### src/rtl/mix_columns_iter.sv
// Iterative MixColumns/InvMixColumns with fused AddRoundKey, COLS_PER_CYCLE columns per clock.
// Define MIXCOL_INV_EN to build the inverse datapath; otherwise in_inv is ignored.
module mix_columns_iter #(
   parameter int unsigned COLS_PER_CYCLE = 1
) (
   input  logic         clk,
   input  logic         rst,
   input  logic         in_valid,
   output logic         in_ready,
   input  logic         in_inv,
   input  logic [127:0] in_block,
   input  logic [127:0] in_key,
   output logic         out_valid,
   input  logic         out_ready,
   output logic [127:0] out_block,
   output logic         busy
);

   localparam int unsigned Cpc = COLS_PER_CYCLE;

   generate
      if (!(Cpc == 1 || Cpc == 2 || Cpc == 4)) begin : g_bad_cpc
         $error("mix_columns_iter: COLS_PER_CYCLE must be 1, 2 or 4");
      end
   endgenerate

   typedef enum logic [1:0] {StIdle, StRun, StDone} state_e;

   state_e         r_state, w_state_next;
   logic [127:0]   r_work, r_key, w_work_next;
   logic [2:0]     r_cnt;
   logic           w_last;
   logic [1:0]     w_col_idx [Cpc];
   logic [6:0]     w_hi      [Cpc];
   logic [31:0]    w_col_in  [Cpc];
   logic [31:0]    w_key_col [Cpc];
   logic [31:0]    w_col_out [Cpc];

   function automatic logic [7:0] xt(input logic [7:0] b);
      return {b[6:0], 1'b0} ^ (b[7] ? 8'h1b : 8'h00);
   endfunction

   function automatic logic [31:0] mix_fwd(input logic [31:0] col);
      logic [7:0]  a [4];
      logic [7:0]  x [4];
      logic [31:0] res;
      logic [1:0]  j1, j2, j3;
      res = '0;
      for (int i = 0; i < 4; i++) begin
         a[i] = col[31-8*i -: 8];
         x[i] = xt(a[i]);
      end
      for (int r = 0; r < 4; r++) begin
         j1 = 2'(r + 1);
         j2 = 2'(r + 2);
         j3 = 2'(r + 3);
         res[31-8*r -: 8] = x[r] ^ x[j1] ^ a[j1] ^ a[j2] ^ a[j3];
      end
      return res;
   endfunction

`ifdef MIXCOL_INV_EN
   logic r_inv;

   function automatic logic [31:0] mix_inv(input logic [31:0] col);
      logic [7:0]  a, x2, x4, x8;
      logic [7:0]  m9 [4];
      logic [7:0]  mb [4];
      logic [7:0]  md [4];
      logic [7:0]  me [4];
      logic [31:0] res;
      logic [1:0]  j1, j2, j3;
      res = '0;
      for (int i = 0; i < 4; i++) begin
         a  = col[31-8*i -: 8];
         x2 = xt(a);
         x4 = xt(x2);
         x8 = xt(x4);
         m9[i] = x8 ^ a;
         mb[i] = x8 ^ x2 ^ a;
         md[i] = x8 ^ x4 ^ a;
         me[i] = x8 ^ x4 ^ x2;
      end
      for (int r = 0; r < 4; r++) begin
         j1 = 2'(r + 1);
         j2 = 2'(r + 2);
         j3 = 2'(r + 3);
         res[31-8*r -: 8] = me[r] ^ mb[j1] ^ md[j2] ^ m9[j3];
      end
      return res;
   endfunction
`else
   logic w_unused_inv;
   assign w_unused_inv = in_inv;
`endif

   // Column c occupies bits {~c, 5'h1f} down to 32 bits below.
   for (genvar g = 0; g < Cpc; g++) begin : g_col
      assign w_col_idx[g] = r_cnt[1:0] + 2'(g);
      assign w_hi[g]      = {~w_col_idx[g], 5'h1f};
      assign w_col_in[g]  = r_work[w_hi[g] -: 32];
      assign w_key_col[g] = r_key[w_hi[g] -: 32];
`ifdef MIXCOL_INV_EN
      assign w_col_out[g] = r_inv ? mix_inv(w_col_in[g])
                                  : (mix_fwd(w_col_in[g]) ^ w_key_col[g]);
`else
      assign w_col_out[g] = mix_fwd(w_col_in[g]) ^ w_key_col[g];
`endif
   end

   always_comb begin
      w_work_next = r_work;
      for (int g = 0; g < Cpc; g++) begin
         w_work_next[w_hi[g] -: 32] = w_col_out[g];
      end
   end

   assign w_last = (r_cnt + 3'(Cpc)) == 3'd4;

   always_ff @(posedge clk) begin
      if (rst) begin
         r_state <= StIdle;
      end else begin
         r_state <= w_state_next;
      end
   end

   always_comb begin
      w_state_next = r_state;
      unique case (r_state)
         StIdle:  if (in_valid)  w_state_next = StRun;
         StRun:   if (w_last)    w_state_next = StDone;
         StDone:  if (out_ready) w_state_next = StIdle;
         default: w_state_next = StIdle;
      endcase
   end

   always_comb begin
      in_ready  = (r_state == StIdle);
      out_valid = (r_state == StDone);
      busy      = (r_state != StIdle);
      out_block = r_work;
   end

   // Inverse mode applies the key up front so the column pass is a pure InvMixColumns.
   always_ff @(posedge clk) begin
      if (rst) begin
         r_work <= '0;
         r_key  <= '0;
         r_cnt  <= '0;
`ifdef MIXCOL_INV_EN
         r_inv  <= 1'b0;
`endif
      end else if (r_state == StIdle && in_valid) begin
         r_key <= in_key;
         r_cnt <= '0;
`ifdef MIXCOL_INV_EN
         r_inv  <= in_inv;
         r_work <= in_inv ? (in_block ^ in_key) : in_block;
`else
         r_work <= in_block;
`endif
      end else if (r_state == StRun) begin
         r_work <= w_work_next;
         r_cnt  <= r_cnt + 3'(Cpc);
      end
   end

endmodule

### config.mk
export PLATFORM = sky130hd
export DESIGN_NAME = mix_columns_iter
export DESIGN_NICKNAME = d
export VERILOG_FILES = /design/src/rtl/mix_columns_iter.sv
export SDC_FILE = /design/constraint.sdc
export NUM_CORES = 1
export LEC_CHECK = 0
export CORE_MARGIN = 2
export CORE_UTILIZATION = 42
export DETAILED_ROUTE_END_ITERATION = 6
export GPL_TIMING_DRIVEN = 0
export PLACE_DENSITY = 0.79
export SLEW_MARGIN = 20
export SYNTH_ARGS = -nofsm -noshare
export SYNTH_HDL_FRONTEND = slang
export SYNTH_SLANG_ARGS = --single-unit
export TNS_END_PERCENT = 20
### constraint.sdc
create_clock -name clk -period 2.1 [get_ports clk]
set_input_delay 0.42 -clock clk [delete_from_list [all_inputs] [get_ports clk]]
set_output_delay 0.42 -clock clk [all_outputs]
set_load 0.01 [all_outputs]
* Yosys cells after proc, flatten, opt, wreduce, memory -nomap -nowiden
Index checks and enable logic that the tools add are counted.
** Storage, ports and cells
- Bits in registers :: 261
- Bits of input ports :: 261
** Operators by class
- Add/subtract/negate cells :: 2
- Eq/ne operators :: 6
- Shift operators :: 4
- Muxes and demuxes :: 11
- Bitwise operators :: 22
- Reduce and logical (&&, ||, !) cells :: 6
** Operators by type and width (number)
- $shiftx A159 B8 Y32 :: 2
- $mux W128 :: 2
- $shift A32 B9 Y159 const A :: 1
- $shiftx A32 B9 Y159 :: 1
- $bwmux W128 :: 1
- $xor A8 B8 Y8 :: 16
- $xor A32 B32 Y32 :: 1
- $xor A8 B5 Y8 :: 4
- $mux W5 :: 4
- $neg A7 Y9 :: 1
- $mux W2 :: 3
- $pmux W2 S3 :: 1
- $ne A2 B2 Y1 const B :: 2
- $reduce_bool A2 Y1 :: 2
- $add A3 B1 Y3 const B :: 1
- $eq A3 B3 Y1 const B :: 1
- $reduce_and A3 Y1 :: 1
- $eq A2 B1 Y1 const B :: 1
- $eq A2 B2 Y1 const B :: 1
- $logic_not A2 Y1 :: 1
- $ne A2 B1 Y1 const B :: 1
- $not A2 Y2 :: 1
- $reduce_or A2 Y1 :: 1
- $logic_and A1 B1 Y1 :: 1

* Logic depth before layout (Yosys ltp)
Gate-level depths: netlist of run 1.
- Word-level depth :: 13
- Depth in mapped cells :: 11
- Mapped depth without buffers :: 6

* Worst setup path before layout of run 1
OpenSTA, ideal clock, no wires.
- Path kind :: register to register
- Start point :: register r_cnt[1]
- End point :: register r_work[125] (netlist: out_block[125])
- Setup time :: 0.134 ns
- Data arrival time :: 2.052 ns
- Data required time :: 1.966 ns
- Setup slack :: -0.085 ns
- Cell stages (with the launch flop) :: 8
- Buffers on the path :: 2
- Period minus slack after synthesis :: 2.185 ns
- Path through :: dfxtp_1 > buf_6 > buf_6 > mux4_2 > xor2_1 > xnor2_1 > xnor2_1 > o22ai_1
** Between the ends
- Word-level cells in the longest chain between the ends :: 13
- Elaborated cells between the ends (all ways) :: 34
- Those cells by class :: 1 x add/sub; 4 x shift; 7 x mux; 22 x bitwise
** Ends and longest elaborated chain
- start: declaration :: RTL line 31 : logic [2:0] r_cnt;
- start signal: assignment :: RTL line 165 : r_cnt <= r_cnt + 3'(Cpc);
- $not A2 Y2 * :: RTL line 100 : assign w_hi[g] = {~w_col_idx[g], 5'h1f};
- $shiftx A159 B8 Y32 :: RTL line 101 : assign w_col_in[g] = r_work[w_hi[g] -: 32];
- $mux W5 :: RTL line 40 : return {b[6:0], 1'b0} ^ (b[7] ? 8'h1b : 8'h00);
- $xor A8 B5 Y8 :: RTL line 40
- $xor A8 B8 Y8 (4 in series) :: RTL line 57 : res[31-8*r -: 8] = x[r] ^ x[j1] ^ a[j1] ^ a[j2] ^ a[j3];
- $xor A32 B32 Y32 :: RTL line 107 : assign w_col_out[g] = mix_fwd(w_col_in[g]) ^ w_key_col[g];
- $shiftx A32 B9 Y159 :: RTL line 114 : w_work_next[w_hi[g] -: 32] = w_col_out[g];
- $bwmux W128 * :: RTL line 114
- $mux W128 * :: RTL line 163 : end else if (r_state == StRun) begin
- $mux W128 * :: RTL line 154 : end else if (r_state == StIdle && in_valid) begin
- end signal: assignment :: RTL line 161 : r_work <= in_block;
- end signal: assignment :: RTL line 164 : r_work <= w_work_next;
- end: declaration :: RTL line 30 : logic [127:0] r_work, r_key, w_work_next;
Mark *: on every way between the ends. The rest lies on a longest branch, timed or not. The select of a mux whose other input is x is not followed.
A chain may end at the register's enable or synchronous reset.

* Final worst setup path of run 1
- Start point :: register r_cnt[1]
- End point :: register r_work[121] (netlist: out_block[121])
Same word-level chain as after synthesis.

==> impl_metrics.csv, run 1 <==
group,metric,value,unit
clock_network,clkSlewWorstSetupHoldPaths,0.06,ns
global_routing,grt_util_all_layers,35.05,%
sta,maxSlewViolCount,0,
worst_setup_path,worstReg2RegEnd,"out_block[121]$_SDFFE_PP0P_",
sta,tightest_slew,0.8613,ns
place,dp_hpwl,40.56,mm
route,routedLengthMet1,19.69,mm
floorplan,io-pin-count,392,
route,viasPerCell,6.111,
floorplan,core-area,28700,µm²
layout,final_cells,2139,
worst_setup_path,r2r_start,"r_cnt[1]$_SDFFE_PP0P_",
clock_network,ctsHoldBuffers,0,
layout,drive_gt1_share,20.25,%
global_routing,antenna_found_initial,2,
worst_setup_path,crit_end,"out_block[121]$_SDFFE_PP0P_",
sta,finalClockSkew,0.01276,ns
route,drtIter0Drc,1706,
global_routing,grt_max_degree,14,
worst_setup_path,start_kind,"flip-flop",
sta,max_freq,0.3921,GHz
floorplan,die_area,30530,µm²
clock_network,htreeDepth,1,
pwr,p_leak,7.074,nW
hold_path,hold_class,"primary input to flip-flop",
route,via_count,13071,
logic_synthesis,synthArstFlopShare,0,%
clock_network,numCtsBuffers,27,
logic_synthesis,syn_area_per_cell,9.631,µm²
logic_synthesis,synth.distinct_cells,30,
logic_synthesis,syn_nets,1537,
sta,setup_ws,-0.4503,ns
layout,nets,2001,
layout,post-route-util,67.98,%
floorplan,initial_utilization,42.65,%
clock_network,clock-sinks,261,
pwr,p_per_area,1153,nW/µm²
pwr,p_total,22.50,mW
place,finalWeightedCongestion,0.9551,
clock_network,cts_root_buf,"clkbuf_16",
logic_synthesis,syn_area,12240,µm²
worst_setup_path,r2r_cells,9,
layout,final_area,19510,µm²
place,portBuffers,390,
sta,rsz0062_at_grt,"true",
worst_setup_path,end_kind,"flip-flop",
sta,hold_viol,0,
route,detail-route-antenna-nets,0,
logic_synthesis,synth-edff-count,0,
global_routing,grt_overflow,0,
worst_setup_path,crit_path_start,"r_cnt[1]$_SDFFE_PP0P_",
floorplan,fp.dieW,174.7,µm
global_routing,grt_pass1_wl,80.15,mm
worst_setup_path,arrival,2.95,ns
global_routing,grt_pass1_vias,12911,
clock_network,clkLatencyLatePin,0.54,ns
sta,period_needed,2.550,ns
sta,finalCritPeriodShare,121.4,%
layout,syn2layout_area_growth,59.40,%
route,wl_met2,26.95,mm
worst_setup_path,r2r_setup_slack,-0.45,ns
clock_network,clock_path_buffers,3,
floorplan,row_count,62,
place,dpl.cell_count,2045,
route,post-route-drc-count,0,
outcome,violations,"negative setup slack",
logic_synthesis,ys.flop_type,"dfxtp_1",
worst_setup_path,cp_data_required_time,2.50,ns
sta,slew_headroom,42.58,%
route,wl,56.42,mm
route,maxUsedRoutingLayer,"met4",
place,placed_area,16660,µm²
logic_synthesis,synthCells,1271,
outcome,status,"finished with violations",
clock_network,cts_tree,"built",
worst_setup_path,worstSetupPathType,"flip-flop to flip-flop",
route,drt_pass1_iterations,5,
sta,setup-violations-final,129,
job,drv_cap,0,
logic_synthesis,yosysWarnings,0,
logic_synthesis,ys_seq_elements,261,
logic_synthesis,ys_seq_area_share,42.69,%
sta,fin_tns_setup,-39.07,ns
route,wl_per_cell,26.38,µm
route,wl_met3,6.249,mm
pwr,irDropWorstVdd,0.7849,mV
floorplan,die_y,174.7,µm
worst_setup_path,crit_path_max_fanout,5,
-- sequential cells by signal, summed over array words and instances (netlist names) --
name and flops:
out_block 128, r_key 128, r_cnt 3, r_state 2
-- cell families after synthesis --
| logic type | Yosys count | share of synthesized area [%] |
|---|---|---|
| AO/OA/AOI/OAI | 393 | 20.22 |
| AND/OR/NAND/NOR | 283 | 8.893 |
| flip-flops | 261 | 42.69 |
| XOR/XNOR | 142 | 11.45 |
| buffers and inverters | 122 | 4.375 |
| multiplexers | 65 | 11.87 |
| adder cells (fa/ha/maj) | 5 | 0.5111 |
-- worst min-delay path by stage --
stage,start,cells past startpoint,to
final,in_key[32],3,r_key[32]$_SDFFE_PP0P_
after global routing,in_key[70],3,r_key[70]$_SDFFE_PP0P_
after CTS,in_key[32],3,r_key[32]$_SDFFE_PP0P_
after detailed placement,r_key[44]$_SDFFE_PP0P_,2,r_key[44]$_SDFFE_PP0P_
after global placement,r_key[80]$_SDFFE_PP0P_,2,r_key[80]$_SDFFE_PP0P_
after floorplan,r_key[32]$_SDFFE_PP0P_,2,r_key[32]$_SDFFE_PP0P_
-- critical path, cell delays in order, from the launching register on --
cell,delay [ns]
dfxtp_4,0.36
buf_12,0.13
buf_12,0.12
buf_12,0.15
mux4_2,0.70
xor2_4,0.36
xnor2_2,0.15
xnor2_2,0.20
buf_6,0.16
o22ai_1,0.08
-- cells in the final DEF (no fill, tap or decap), types with 20 or more instances in the layout --
cell type,count
mux4_2,64
clkbuf_2,28
o22ai_1,100
buf_6,23
dfxtp_1,258
nand2_1,261
xnor2_2,65
clkbuf_16,28
a21oi_1,130
clkbuf_1,63
buf_4,20
o22ai_2,24
clkdlybuf4s50_1,389
a22oi_1,129
-- Yosys cell counts, types with 3 or more instances --
| cell | count | area, µm² |
|---|---|---|
| dfxtp_1 | 261 | 5225 |
| nand2_1 | 261 | 979.7 |
| a21oi_1 | 130 | 650.6 |
| a22oi_1 | 130 | 975.9 |
| o22ai_1 | 124 | 775.7 |
| clkbuf_1 | 95 | 356.6 |
| xnor2_1 | 90 | 788.3 |
| mux4_2 | 64 | 1441 |
| xor2_1 | 37 | 324.1 |
| nor2_1 | 9 | 33.78 |
| buf_2 | 7 | 35.03 |
| inv_1 | 7 | 26.28 |
| xnor2_2 | 7 | 113.9 |
| buf_6 | 5 | 56.30 |
| ha_1 | 5 | 62.56 |
| a21o_1 | 4 | 30.03 |
| buf_4 | 4 | 30.03 |
| o2bb2ai_1 | 4 | 35.03 |
| xnor2_4 | 4 | 110.1 |
| xor2_2 | 4 | 65.06 |
| buf_1 | 3 | 11.26 |
| nor2b_1 | 3 | 18.77 |
| nor3_1 | 3 | 15.01 |
-- per-layer routing --
metal  vias to the layer above  track usage [%]
li1                       5523                -
met2                      1034            59.29
met1                      6276            41.89
met4                         0            18.23
met5                         -                0
met3                       238            7.659
-- timing repair --
item                       in CTS  in global routing
gates cloned                    3                  1
pin swaps                      65                 78
setup endpoints to repair     263                239
buffers inserted               35                 12
resized for setup             185                 88
-- final cells by class --
cell class              instances  area (µm²)
diodes                          2       5.005
well taps                     384       480.5
multi-input cells             888        7681
inverters                       7       26.28
flip-flops and latches        261        5234
clock buffers                  41       808.3
fillers                      2121        9191
repair buffers                437        4468
plain buffers                 113       747.0
clock inverters                 6       61.31
-- power breakdown --
group	internal [mW]	switching (mW)
clock	2.76	2.04
combinational	5.66	6.16
sequential	5.47	0.417
-- metrics by stage --
| step | setup WS, ns | hold slack [ns] |
|---|---|---|
| 4_1_cts | -0.3114 | 0.4162 |
| 3_3_place_gp | -0.8316 | 0.4387 |
| 6_report | -0.4503 | 0.4251 |
| 2_1_floorplan | -0.02822 | 0.4331 |
| 5_1_grt | -0.4887 | 0.4290 |
| 3_5_place_dp | -0.9061 | 0.4436 |
Power figures use the tool's default switching activity.
==> run 2, diff against run 1 <==
--- a/config.mk
+++ b/config.mk
@@ -8,6 +8,7 @@
 export CORE_MARGIN = 2
 export CORE_UTILIZATION = 42
 export DETAILED_ROUTE_END_ITERATION = 6
+export GPL_ROUTABILITY_DRIVEN = 0
 export GPL_TIMING_DRIVEN = 0
 export PLACE_DENSITY = 0.79
 export SLEW_MARGIN = 20
==> constraint.sdc (replaced) <==
create_clock -name clk -period 2.1 [get_ports clk]
set_input_delay 0.42 -clock clk [delete_from_list [all_inputs] [get_ports clk]]
set_output_delay 0.42 -clock clk [all_outputs]
set_load 0.05 [all_outputs]
==> run 2 against run 1 <==
Net effect:
- the run still ends with negative setup slack left
- sequential cell count is the same
- critical path depth did not move
- combinational power increased by 8%
- via count up 1.9%
- critical endpoint is now out_block[1]$_SDFFE_PP0P_
- setup slack improved by 0.080 ns
- critical path type unchanged
- largest cell class unchanged
- highest routed layer unchanged
- non-clock buffer count rose by 7
- largest power group unchanged
==> impl_metrics.csv, run 2 (synthesized netlist as in run 1, its figures left out) <==
group,metric,value,unit
clock_network,cts_tree,"built",
global_routing,grt_max_degree,14,
route,wl,57.23,mm
outcome,violations,"negative setup slack",
sta,setup-violations-final,140,
floorplan,row_count,62,
sta,setup_ws,-0.3702,ns
sta,tightest_slew,0.7899,ns
worst_setup_path,r2r_start,"r_cnt[0]$_SDFFE_PP0P_",
clock_network,ctsHoldBuffers,0,
hold_path,hold_class,"primary input to flip-flop",
worst_setup_path,start_kind,"flip-flop",
hold_path,min_to,"r_key[15]$_SDFFE_PP0P_",
worst_setup_path,worstReg2RegEnd,"out_block[1]$_SDFFE_PP0P_",
clock_network,htreeDepth,1,
worst_setup_path,cpPeakStageDelay,0.48,ns
worst_setup_path,arrival,2.87,ns
route,wl_met3,6.306,mm
worst_setup_path,crit_path_max_fanout,10,
route,drtIter0Drc,1776,
sta,hold_viol,0,
worst_setup_path,worstPathCellList,"buf_8, buf_12, buf_12, mux4_2, xnor2_2, xnor2_2, buf_4, xnor2_4, o22ai_1",
clock_network,clkSlewWorstSetupHoldPaths,0.06,ns
global_routing,grt_overflow,0,
hold_path,hold_path.startpoint,"in_key[15]",
sta,finalClockSkew,0.01218,ns
global_routing,antenna_found_initial,1,
route,drt_pass1_iterations,6,
clock_network,numCtsBuffers,27,
pwr,irDropWorstVdd,0.6597,mV
route,wl_met2,27.23,mm
floorplan,die_y,174.7,µm
floorplan,initial_utilization,42.65,%
pwr,p_leak,7.696,nW
clock_network,clock-sinks,261,
floorplan,fp.dieW,174.7,µm
pwr,p_per_area,1203,nW/µm²
clock_network,cts_root_buf,"clkbuf_16",
global_routing,grt_pass1_vias,13240,
worst_setup_path,worstSetupPathType,"flip-flop to flip-flop",
pwr,p_total,23.49,mW
job,drv_cap,0,
layout,nets,2008,
floorplan,core-area,28700,µm²
floorplan,io-pin-count,392,
layout,drive_gt1_share,21.11,%
sta,maxSlewViolCount,0,
route,routedLengthMet1,20.07,mm
sta,rsz0062_at_grt,"true",
floorplan,die_area,30530,µm²
worst_setup_path,cp_data_required_time,2.50,ns
hold_path,worstHoldPathCells,3,
global_routing,grt_pass1_wl,81.81,mm
sta,max_freq,0.4048,GHz
clock_network,clock_path_buffers,3,
place,portBuffers,390,
clock_network,clkLatencyLatePin,0.55,ns
route,viasPerCell,6.203,
worst_setup_path,end_kind,"flip-flop",
sta,period_needed,2.470,ns
sta,slew_headroom,47.34,%
sta,fin_tns_setup,-34.79,ns
worst_setup_path,r2r_cells,9,
place,dp_hpwl,41.10,mm
worst_setup_path,critPathTopFamily,"buffers and inverters",
layout,layout_commonest_cell,"nand2_1",
global_routing,grt_util_all_layers,35.76,%
worst_setup_path,crit_buf_inv,4,
route,detail-route-antenna-nets,0,
sta,finalCritPeriodShare,117.6,%
worst_setup_path,r2r_setup_slack,-0.37,ns
worst_setup_path,slowest_stage,"mux4_2",
route,post-route-drc-count,0,
route,wl_per_cell,26.65,µm
route,via_count,13318,
layout,final_cell_mix,"nand2_1 (261), clkdlybuf4s50_1 (259), dfxtp_1 (259), a21oi_1 (130), dlygate4sd2_1 (128)",
route,maxUsedRoutingLayer,"met4",
layout,syn2layout_area_growth,59.49,%
outcome,status,"finished with violations",
[run 2: how the worst max path moves through the flow]
stage / from / end / depth (start not counted)
2_1_floorplan: r_cnt[1]$_SDFFE_PP0P_ / out_block[124]$_SDFFE_PP0P_ / 7
3_3_place_gp: in_valid / r_key[116]$_SDFFE_PP0P_ / 7
3_5_place_dp: in_valid / out_block[30]$_SDFFE_PP0P_ / 7
4_1_cts: r_cnt[1]$_SDFFE_PP0P_ / out_block[2]$_SDFFE_PP0P_ / 8
5_1_grt: r_cnt[0]$_SDFFE_PP0P_ / out_block[73]$_SDFFE_PP0P_ / 9
6_report: r_cnt[0]$_SDFFE_PP0P_ / out_block[1]$_SDFFE_PP0P_ / 9
[run 2: power breakdown]
part / leakage (nW) / internal, mW / switching [mW]
Combinational: 5.10 / 5.53 / 7.13
Clock: 0.448 / 2.93 / 2.04
Sequential: 2.14 / 5.47 / 0.405
Total: 7.70 / 13.9 / 9.57
[run 2: final cells by class]
type | count | area [µm²]
Multi-Input combinational cell | 888 | 7714
Antenna cell | 1 | 2.502
Sequential cell | 261 | 5233
Timing Repair Buffer | 443 | 4369
Clock buffer | 44 | 829.5
Fill cell | 2192 | 9180
Inverter | 7 | 26.28
Tap cell | 384 | 480.5
Buffer | 114 | 789.5
Clock inverter | 5 | 78.83
[run 2: metrics by stage]
stage / utilization [%] / cell area (µm²) / hold slack [ns] / cells / setup slack, ns
final: 68.02 / 19520 / 0.4163 / 2147 / -0.3702
after global routing: 68.02 / 19520 / 0.4267 / 2147 / -0.3852
after CTS: 66.63 / 19120 / 0.4082 / 2132 / -0.2842
after detailed placement: 58.14 / 16690 / 0.4468 / 2045 / -0.8936
after global placement: 58.14 / 16690 / 0.4397 / 2045 / -0.8762
after floorplan: - / 12300 / 0.4331 / 1271 / -0.02324
[run 2: layer usage]
metal  up-vias  GRT usage [%]
li1       5541              -
met1      6331          42.60
met2      1153          60.67
met3       293          7.985
met4         0          18.33
met5         -              0
[run 2: timing repair]
| item | CTS | global route |
|---|---|---|
| gates cloned | 4 | 0 |
| resized for setup | 359 | 61 |
| buffers inserted | 35 | 15 |
| pin swaps | 98 | 35 |
| endpoints found under the setup margin | 391 | 251 |
[run 2: worst register-to-register path: cells and delay by family, from the launching register on]
| kind | cells | cell delay, ns |
|---|---|---|
| XOR/XNOR | 3 | 0.65 |
| flip-flops | 1 | 0.38 |
| multiplexers | 1 | 0.48 |
| buffers and inverters | 4 | 0.69 |
| AO/OA/AOI/OAI | 1 | 0.12 |
